**config.mk**
```make
export PLATFORM = sky130hd
export DESIGN_NAME = car_mileage_display_flat
export DESIGN_NICKNAME = d
export VERILOG_FILES = /design/src/rtl/car_mileage_display_if.sv /design/src/rtl/car_mileage_display.sv /design/src/flat_wrapper.sv
export SDC_FILE = /design/constraint.sdc
export NUM_CORES = 1
export LEC_CHECK = 0
export CORE_MARGIN = 2
export CORE_UTILIZATION = 53
export DETAILED_ROUTE_END_ITERATION = 16
export PLACE_DENSITY = 0.8
export SLEW_MARGIN = 20
export SYNTH_ARGS = -nofsm -noshare
export SYNTH_HDL_FRONTEND = slang
export SYNTH_SLANG_ARGS = --single-unit
```
**constraint.sdc**
```tcl
create_clock -name clk -period 3.2 [get_ports clk]
set_input_delay 0.8 -clock clk [delete_from_list [all_inputs] [get_ports clk]]
set_output_delay 0.8 -clock clk [all_outputs]
set_load 0.005 [all_outputs]
```
**src/rtl/car_mileage_display_if.sv**
```systemverilog
// Bundle between the car controller, the odometer/scan block and the display pins.
// The controller drives mode/state/clear; the odometer returns segments and mileage.
interface car_mileage_display_if #(
    parameter int DIGITS = 8
);
    logic [1:0]          mode;
    logic [1:0]          state;
    logic                clear;
    logic [7:0]          seg_en;
    logic [7:0]          seg0;
    logic [7:0]          seg1;
    logic [4*DIGITS-1:0] mileage_bcd;
    logic                overflow;

    modport master (
        output mode, state, clear,
        input  seg_en, seg0, seg1, mileage_bcd, overflow
    );

    modport slave (
        input  mode, state, clear,
        output seg_en, seg0, seg1, mileage_bcd, overflow
    );
endinterface

```
**src/rtl/car_mileage_display.sv**
```systemverilog
// BCD odometer that counts while the car is powered and moving, plus a
// time-multiplexed 7-segment scan driver over two 4-digit segment buses.
module car_mileage_display #(
    parameter int DIGITS   = 8,
    parameter int TICK_DIV = 4,
    parameter int SCAN_DIV = 2,
    parameter int LZ_BLANK = 1
) (
    input  logic                  clk,
    input  logic                  rst_n,
    car_mileage_display_if.slave  bus
);
    localparam int TICK_W = (TICK_DIV > 1) ? $clog2(TICK_DIV) : 1;
    localparam int SCAN_W = (SCAN_DIV > 1) ? $clog2(SCAN_DIV) : 1;
    localparam int IDX_W  = (DIGITS > 1) ? $clog2(DIGITS) : 1;
    localparam int SLOTS  = 1 << IDX_W;
    localparam logic [TICK_W-1:0] TICK_LAST = TICK_W'(TICK_DIV - 1);
    localparam logic [SCAN_W-1:0] SCAN_LAST = SCAN_W'(SCAN_DIV - 1);
    localparam logic [IDX_W-1:0]  IDX_LAST  = IDX_W'(DIGITS - 1);

    logic [4*DIGITS-1:0] mileage_reg;
    logic [4*DIGITS-1:0] mileage_next;
    logic                overflow_reg;
    logic [TICK_W-1:0]   tick_cnt_reg;
    logic [SCAN_W-1:0]   scan_cnt_reg;
    logic [IDX_W-1:0]    scan_idx_reg;
    logic [7:0]          seg_en_reg;
    logic [7:0]          seg0_reg;
    logic [7:0]          seg1_reg;

    logic                powered;
    logic                moving;
    logic [DIGITS:0]     carry;
    logic [DIGITS:0]     zero_from;
    logic [3:0]          digit_slot [SLOTS];
    logic [SLOTS-1:0]    lead_zero;
    logic [3:0]          idx_ext;
    logic [7:0]          code;
    logic                show;

    function automatic logic [7:0] seg_code(input logic [3:0] d);
        logic [7:0] c;
        case (d)
            4'd0:    c = 8'hFC;
            4'd1:    c = 8'h60;
            4'd2:    c = 8'hDA;
            4'd3:    c = 8'hF2;
            4'd4:    c = 8'h66;
            4'd5:    c = 8'hB6;
            4'd6:    c = 8'hBE;
            4'd7:    c = 8'hE0;
            4'd8:    c = 8'hFE;
            4'd9:    c = 8'hF6;
            default: c = 8'h00;
        endcase
        return c;
    endfunction

    assign powered = (bus.mode != 2'b00);
    assign moving  = powered && (bus.state == 2'b10 || bus.state == 2'b11);

    // Increment is a ripple carry seeded with 1; carry out of the top digit is the wrap.
    assign carry[0]          = 1'b1;
    assign zero_from[DIGITS] = 1'b1;

    generate
        for (genvar gi = 0; gi < DIGITS; gi++) begin : g_digit
            logic [3:0] cur;
            assign cur                     = mileage_reg[4*gi +: 4];
            assign carry[gi+1]             = carry[gi] & (cur == 4'd9);
            assign mileage_next[4*gi +: 4] = !carry[gi]     ? cur :
                                             (cur == 4'd9)  ? 4'd0 : cur + 4'd1;
            assign zero_from[gi]           = zero_from[gi+1] & (cur == 4'd0);
        end

        // Pad the digit mux to a power of two so the scan index selects it directly.
        for (genvar gi = 0; gi < SLOTS; gi++) begin : g_slot
            if (gi < DIGITS) begin : g_used
                assign digit_slot[gi] = mileage_reg[4*gi +: 4];
                assign lead_zero[gi]  = (gi != 0) && zero_from[gi];
            end else begin : g_unused
                assign digit_slot[gi] = 4'd0;
                assign lead_zero[gi]  = 1'b1;
            end
        end
    endgenerate

    assign idx_ext = 4'(scan_idx_reg);
    assign code    = seg_code(digit_slot[scan_idx_reg]);
    assign show    = powered && !((LZ_BLANK != 0) && lead_zero[scan_idx_reg]);

    always_ff @(posedge clk or negedge rst_n) begin
        if (!rst_n) begin
            mileage_reg  <= '0;
            overflow_reg <= 1'b0;
            tick_cnt_reg <= '0;
        end else if (bus.clear) begin
            mileage_reg  <= '0;
            overflow_reg <= 1'b0;
            tick_cnt_reg <= '0;
        end else if (!moving) begin
            tick_cnt_reg <= '0;
        end else if (tick_cnt_reg == TICK_LAST) begin
            tick_cnt_reg <= '0;
            mileage_reg  <= mileage_next;
            if (carry[DIGITS]) begin
                overflow_reg <= 1'b1;
            end
        end else begin
            tick_cnt_reg <= tick_cnt_reg + 1'b1;
        end
    end

    always_ff @(posedge clk or negedge rst_n) begin
        if (!rst_n) begin
            scan_cnt_reg <= '0;
            scan_idx_reg <= '0;
            seg_en_reg   <= 8'd0;
            seg0_reg     <= 8'd0;
            seg1_reg     <= 8'd0;
        end else begin
            seg_en_reg <= show ? (8'd1 << idx_ext) : 8'd0;
            seg0_reg   <= (show && idx_ext < 4'd4)  ? code : 8'd0;
            seg1_reg   <= (show && idx_ext >= 4'd4) ? code : 8'd0;
            if (!powered) begin
                scan_cnt_reg <= '0;
                scan_idx_reg <= '0;
            end else if (scan_cnt_reg == SCAN_LAST) begin
                scan_cnt_reg <= '0;
                scan_idx_reg <= (scan_idx_reg == IDX_LAST) ? '0 : scan_idx_reg + 1'b1;
            end else begin
                scan_cnt_reg <= scan_cnt_reg + 1'b1;
            end
        end
    end

    assign bus.mileage_bcd = mileage_reg;
    assign bus.overflow    = overflow_reg;
    assign bus.seg_en      = seg_en_reg;
    assign bus.seg0        = seg0_reg;
    assign bus.seg1        = seg1_reg;
endmodule
```
**src/flat_wrapper.sv**
```systemverilog
// flat-port wrapper written by rule: the top's interface ports become plain ports
module car_mileage_display_flat 
#(
    parameter int DIGITS   = 8,
    parameter int TICK_DIV = 4,
    parameter int SCAN_DIV = 2,
    parameter int LZ_BLANK = 1
)
  (clk, rst_n, bus_mode, bus_state, bus_clear, bus_seg_en, bus_seg0, bus_seg1, bus_mileage_bcd, bus_overflow);
  car_mileage_display_if #(.DIGITS(DIGITS)) bus_i ();
  input  logic clk;
  input  logic rst_n;
  input wire logic [$bits(bus_i.mode)-1:0] bus_mode;
  input wire logic [$bits(bus_i.state)-1:0] bus_state;
  input wire logic [$bits(bus_i.clear)-1:0] bus_clear;
  output wire logic [$bits(bus_i.seg_en)-1:0] bus_seg_en;
  output wire logic [$bits(bus_i.seg0)-1:0] bus_seg0;
  output wire logic [$bits(bus_i.seg1)-1:0] bus_seg1;
  output wire logic [$bits(bus_i.mileage_bcd)-1:0] bus_mileage_bcd;
  output wire logic [$bits(bus_i.overflow)-1:0] bus_overflow;
  assign bus_i.mode = bus_mode;
  assign bus_i.state = bus_state;
  assign bus_i.clear = bus_clear;
  assign bus_seg_en = bus_i.seg_en;
  assign bus_seg0 = bus_i.seg0;
  assign bus_seg1 = bus_i.seg1;
  assign bus_mileage_bcd = bus_i.mileage_bcd;
  assign bus_overflow = bus_i.overflow;
  car_mileage_display #(.DIGITS(DIGITS), .TICK_DIV(TICK_DIV), .SCAN_DIV(SCAN_DIV), .LZ_BLANK(LZ_BLANK)) u_core (.clk(clk), .rst_n(rst_n), .bus(bus_i));
endmodule
```
After elaboration in Yosys (flattened, before gate mapping):

Memory sizes are Yosys's and may differ from the RTL's.
Index checks and enable logic that the tools add are counted.

* flip-flop bits (word level): 63
* latch bits: 0
* bits in writable memories: 0
* memory bits (read-only): 112
* bits of input ports: 7
* output and inout port bits: 57
* logic and storage cells: 130
* memories kept: 1

* $add $sub $neg: 11
* multipliers: 0
* div/mod/pow operators: 0
* $lt $le $gt $ge: 4
* equal/unequal tests: 13
* shift-type cells: 1
* mux-type cells: 38
* bitwise operators: 14
* reductions and logical operators: 33

Memories
* (no name shown): depth 16, bits a word 7, rd ports 1, clocked after memory_dff 0, wr ports 0, line car_mileage_display.sv:43 `case (d)`

Operators with widths (number)
* $mux 32: 3
* $mux 4: 17
* $add 4x1->4 const B: 8
* $eq 4x4->1 const B: 8
* $logic_not 4->1: 7
* $mux 8: 3
* $reduce_and 3->1: 8
* $reduce_bool 2->1: 11
* $and 1x1->1: 13
* $bmux 4 s3: 1
* $mux 3: 3
* $shl 1x3->8 const A: 1
* $mux 1: 7
* $eq 2x2->1 const B: 3
* $mux 2: 3
* $ge 4x4->1 const B: 1
* $logic_and 1x1->1: 4
* $lt 3x4->1 const B: 1
* $not 3->4: 1
* $add 3x1->3 const B: 1
* $bmux 1 s3: 1
* $eq 3x3->1 const B: 1
* $ge 3x3->1 const B: 1
* $lt 3x3->1 const B: 1
* other kinds (6): 6

Depth between registers and ports, before layout:

* depth after elaboration: 13
* gate-level depth with buffers: 10
* depth with buffers taken out: 8

Worst setup path before layout:

OpenSTA, ideal clock, no wires.

* path kind: reg2reg
* start point: register u_core.scan_idx_reg[1]
* end point: register u_core.seg1_reg[1] (netlist: u_core.bus.seg1[1])
* setup time: 0.096 ns
* arrival: 2.201 ns
* required time: 3.104 ns
* setup slack: 0.903 ns
* cell stages (with the launch flop): 10
* buffers on the path: 2
* clock period less this slack: 2.297 ns
* cell sequence: dfrtp_1 buf_2 buf_2 mux4_2 nand2_1 and2_1 inv_1 ha_1 mux2_2 a211oi_1

* word-level cells in the longest chain between the ends: 6
* elaborated cells between the ends (all ways): 12
* classes of those cells: order compare: 1; mux: 6; bitwise: 1; reduce/logical: 3; memory: 1

RTL lines
* from (decl): line car_mileage_display.sv:26 `logic [IDX_W-1:0] scan_idx_reg;`
* from (signal assigned): line car_mileage_display.sv:130 `scan_idx_reg <= (scan_idx_reg == IDX_LAST) ? '0 : scan_idx_reg + 1'b1;`
* $not 3->4 (not written as such) / $bmux 1 s3 (equally long branches): line car_mileage_display.sv:89, car_mileage_display.sv:90
* $bmux 4 s3 / $mux 1 (equally long branches): line car_mileage_display.sv:89, car_mileage_display.sv:90
* $mux 4 (not written as such) / $logic_not 1->1 (equally long branches): line car_mileage_display.sv:89, car_mileage_display.sv:90
* $mux 4 (not written as such) / $logic_and 1x1->1 (equally long branches): line car_mileage_display.sv:89, car_mileage_display.sv:90
* $mem_v2 16x7 / $logic_and 1x1->1 (equally long branches)
* $mux 8 (*): line car_mileage_display.sv:124 `seg1_reg <= (show && idx_ext >= 4'd4) ? code : 8'd0;`
* to (signal assigned): line car_mileage_display.sv:124
* to (decl): line car_mileage_display.sv:29 `logic [7:0] seg1_reg;`

Every way passes the cells marked *; elsewhere a longest branch is shown, timed or not. The select of a mux whose other input is x is not followed.
A chain may end at the register's enable or synchronous reset.

Worst setup path in the final report:

* start point: register u_core.scan_idx_reg[0]
* end point: register u_core.seg0_reg[1] (netlist: u_core.bus.seg0[1])

* word-level cells in the longest chain between the ends: 6
* elaborated cells between the ends (all ways): 12
* classes of those cells: order compare: 1; mux: 6; bitwise: 1; reduce/logical: 3; memory: 1

RTL lines
* $not 3->4 (not written as such) / $bmux 1 s3 (equally long branches): line car_mileage_display.sv:89, car_mileage_display.sv:90
* $bmux 4 s3 / $mux 1 (equally long branches): line car_mileage_display.sv:89, car_mileage_display.sv:90
* $mux 4 (not written as such) / $logic_not 1->1 (equally long branches): line car_mileage_display.sv:89, car_mileage_display.sv:90
* $mux 4 (not written as such) / $logic_and 1x1->1 (equally long branches): line car_mileage_display.sv:89, car_mileage_display.sv:90
* $mem_v2 16x7 / $logic_and 1x1->1 (equally long branches)
* $mux 8 (*): line car_mileage_display.sv:123 `seg0_reg <= (show && idx_ext < 4'd4) ? code : 8'd0;`
* to (signal assigned): line car_mileage_display.sv:123
* to (decl): line car_mileage_display.sv:28 `logic [7:0] seg0_reg;`

Marked as above.

==> results.md <==
* Largest net degree at the start of global routing at 62
* Post-synth EDFFs at 0
* Count leader, synth: dfrtp_1
* I/O pin count at 64
* Min-Delay Path Depth at 1
* Die height at 87.5 um
* R2R cell count at 6
* Yosys warns at 0
* Power per Cell Area at 452 nW/um2
* Critical Path Start Type: flop
* Total die area at 7660 um2
* Final wirelength at 8500 um
* Final layout net count at 472
* First-pass iteration count of the detailed router at 4
* Synth top area share at 41.3%
* Post-CTS sizing at 0
* Rows at 30
* Filler cell count at 538
* DRC at 0
* WP data arrival at 2.78 ns
* CTS clk-pin slew, worst paths at 0.07 ns
* Share of cells above drive strength 1 at 8.99%
* Worst vdd ir at 0.226 mV
* Worst-Margin Slew at 0.792 ns
* First-pass GRT wire length at 14,600 um
* Slew headroom at 46.9%
* WHS at 0.456 ns
* # hold bufs at CTS at 0
* CTS tree: done
* CTS root buffer: clkbuf_8
* RSZ-0062 raised after global routing: no
* Core ar. at 6760 um2
* Detail Route Antenna Nets at 0
* Worst hold path type: flop to flop
* Slew Viols, Final at 0
* Vias at 3,033
* Async S/R FF share, synth at 100%
* Post-synthesis cell area at 3700 um2
* Initial antenna violation count at 0
* Cells after DPL at 498
* Clk sinks at 61
* Sequential share of the synthesized area at 41.3%
* Max Cap Violations at 0
* Gr ovfl total at 0
* Die W at 87.5 um
* Max reg flops at 32
* Vias per std cell at 5.90
* CTS Buf Count at 9
* Clk_skew at 0.00621 ns
* Peak Freq at 395 MHz
* Area growth from synthesis to layout at 23.2%
* Setup TNS at 0 ns
* Total power at 2060 uW
* Setup Viol. Count Final at 0
* Max H-tree Level at 3
* GRT Util Overall at 24.3%
* Worst Setup Path Type: flop to flop
* Syn Area/Cell at 10.1 um2
* CP Capture Type: flop
* RePlAce Congestion at 0.844
* Min Tclk post-route at 2.53 ns
* Clock Path Buffers at 2
* Post-detail-place hpwl at 5970 um
* Post-CTS Setup Bufs at 0
* CP Max Fanout at 10
* Synth Register Bits at 61
* Hold Fails Final Rpt at 0
* Top cells by area, synth: dfrtp_1, ha_1, inv_1
* Status: completed
* Initial Util at 54.7%
* Post-synth cell types at 47
* Post-Synthesis Cells at 367
* Leakage at 0.00199 uW
* Required time of the critical path at 3.45 ns
* Skew-Pair Late Insertion Delay at 0.34 ns
* Vias in the first global route at 3,111
* Commonest cells in the netlist: dfrtp_1, ha_1, inv_1
* IO buf count at 60
* Final period util at 79.0%
* Dominant synthesized flop cell: dfrtp_1
* Post-DR wirelength/cell at 16.5 um
* Inserted Diodes at 0
* Non-Filler Instances at 514
* Yosys top cell by area: dfrtp_1
* DRT iter0 DRCs at 159
kinds of logic after synthesis:
| kind of cell | Yosys count | synth area share (%) |
|---|---|---|
| multiplexers | 18 | 8.67 |
| AO/OA/AOI/OAI | 81 | 13.8 |
| adder cells (fa/ha/maj) | 36 | 12.2 |
| other | 1 | 0.101 |
| flip-flops | 61 | 41.3 |
| buffers and inverters | 52 | 6.13 |
| AND/OR/NAND/NOR | 118 | 17.8 |
critical path, stage by stage (launching register included):
cell and delay [ns]:
dfrtp_1 0.65, mux4_1 0.68, mux2i_4 0.25, inv_1 0.13, ha_1 0.22, mux2_2 0.28, a211oi_1 0.23
final timing paths:
path | slack (ns) | endpoint | startpoint
setup / recovery | 0.67 | u_core.bus.seg0[1] | u_core.scan_idx_reg[0]
hold / removal | 0.46 | u_core.tick_cnt_reg[0] | u_core.tick_cnt_reg[0]
setup reg to reg | 0.67 | u_core.bus.seg0[1] | u_core.scan_idx_reg[0]
hold reg to reg | 0.46 | u_core.tick_cnt_reg[0] | u_core.tick_cnt_reg[0]
max in group asynchronous | 2.09 | u_core.bus.mileage_bcd[8] | rst_n
min in group asynchronous | 0.62 | u_core.bus.seg_en[7] | rst_n
per-stage QoR:
stage	area (um2)	util, %	setup slack (ns)
6_report	4550	67.4	0.671
2_1_floorplan	3700	-	0.903
3_5_place_dp	4360	64.5	0.400
5_1_grt	4550	67.4	0.486
4_1_cts	4550	67.4	0.693
3_3_place_gp	4360	64.5	0.435
layer usage:
metal  up-vias  track usage (%)  routed length, um
met5         -                0                  0
met4         0             9.51                124
met3        12             4.17                478
met2        94             40.2               4190
met1      1479             32.0               3710
li1       1448                -                  -
area by class of cell:
| class | count | area, um2 | share of cell area, % |
|---|---|---|---|
| Timing Repair Buffer | 69 | 663 | 14.6 |
| Clock buffer | 11 | 141 | 3.11 |
| Tap cell | 80 | 100 | 2.20 |
| Multi-Input combinational cell | 255 | 1950 | 42.8 |
| Clock inverter | 5 | 50.0 | 1.10 |
| Inverter | 33 | 124 | 2.72 |
| Sequential cell | 61 | 1530 | 33.5 |
placed cells by master, fill, tap and decap left out, drive strengths merged, types with 2 or more instances in the layout:
cell type / Yosys / routed
dfrtp: 61 / 61
clkdlybuf4s50: 0 / 59
ha: 36 / 36
inv: 33 / 33
nor2: 30 / 30
a21oi: 23 / 23
o21ai: 20 / 20
nand2: 13 / 13
nor3: 13 / 13
nand4: 12 / 12
a211oi: 11 / 11
clkbuf: 10 / 11
nor3b: 10 / 10
buf: 9 / 10
nand3: 9 / 9
and3b: 8 / 8
mux4: 8 / 8
o31ai: 7 / 7
mux2i: 7 / 7
a31oi: 6 / 6
and2: 4 / 4
and3: 4 / 4
nand3b: 4 / 4
clkinv: 0 / 4
o21a: 3 / 3
o211ai: 3 / 3
mux2: 3 / 3
or4: 3 / 3
nor4: 3 / 3
o221ai: 2 / 2
a22oi: 2 / 2
conb: 1 / 2
report_power, final:
part / switching [uW] / internal [uW] / total (uW)
sequential: 65.1 / 841 / 906
clock: 303 / 376 / 678
combinational: 229 / 244 / 473
total: 597 / 1460 / 2060
No activity file was read; power rests on OpenSTA's default activity.
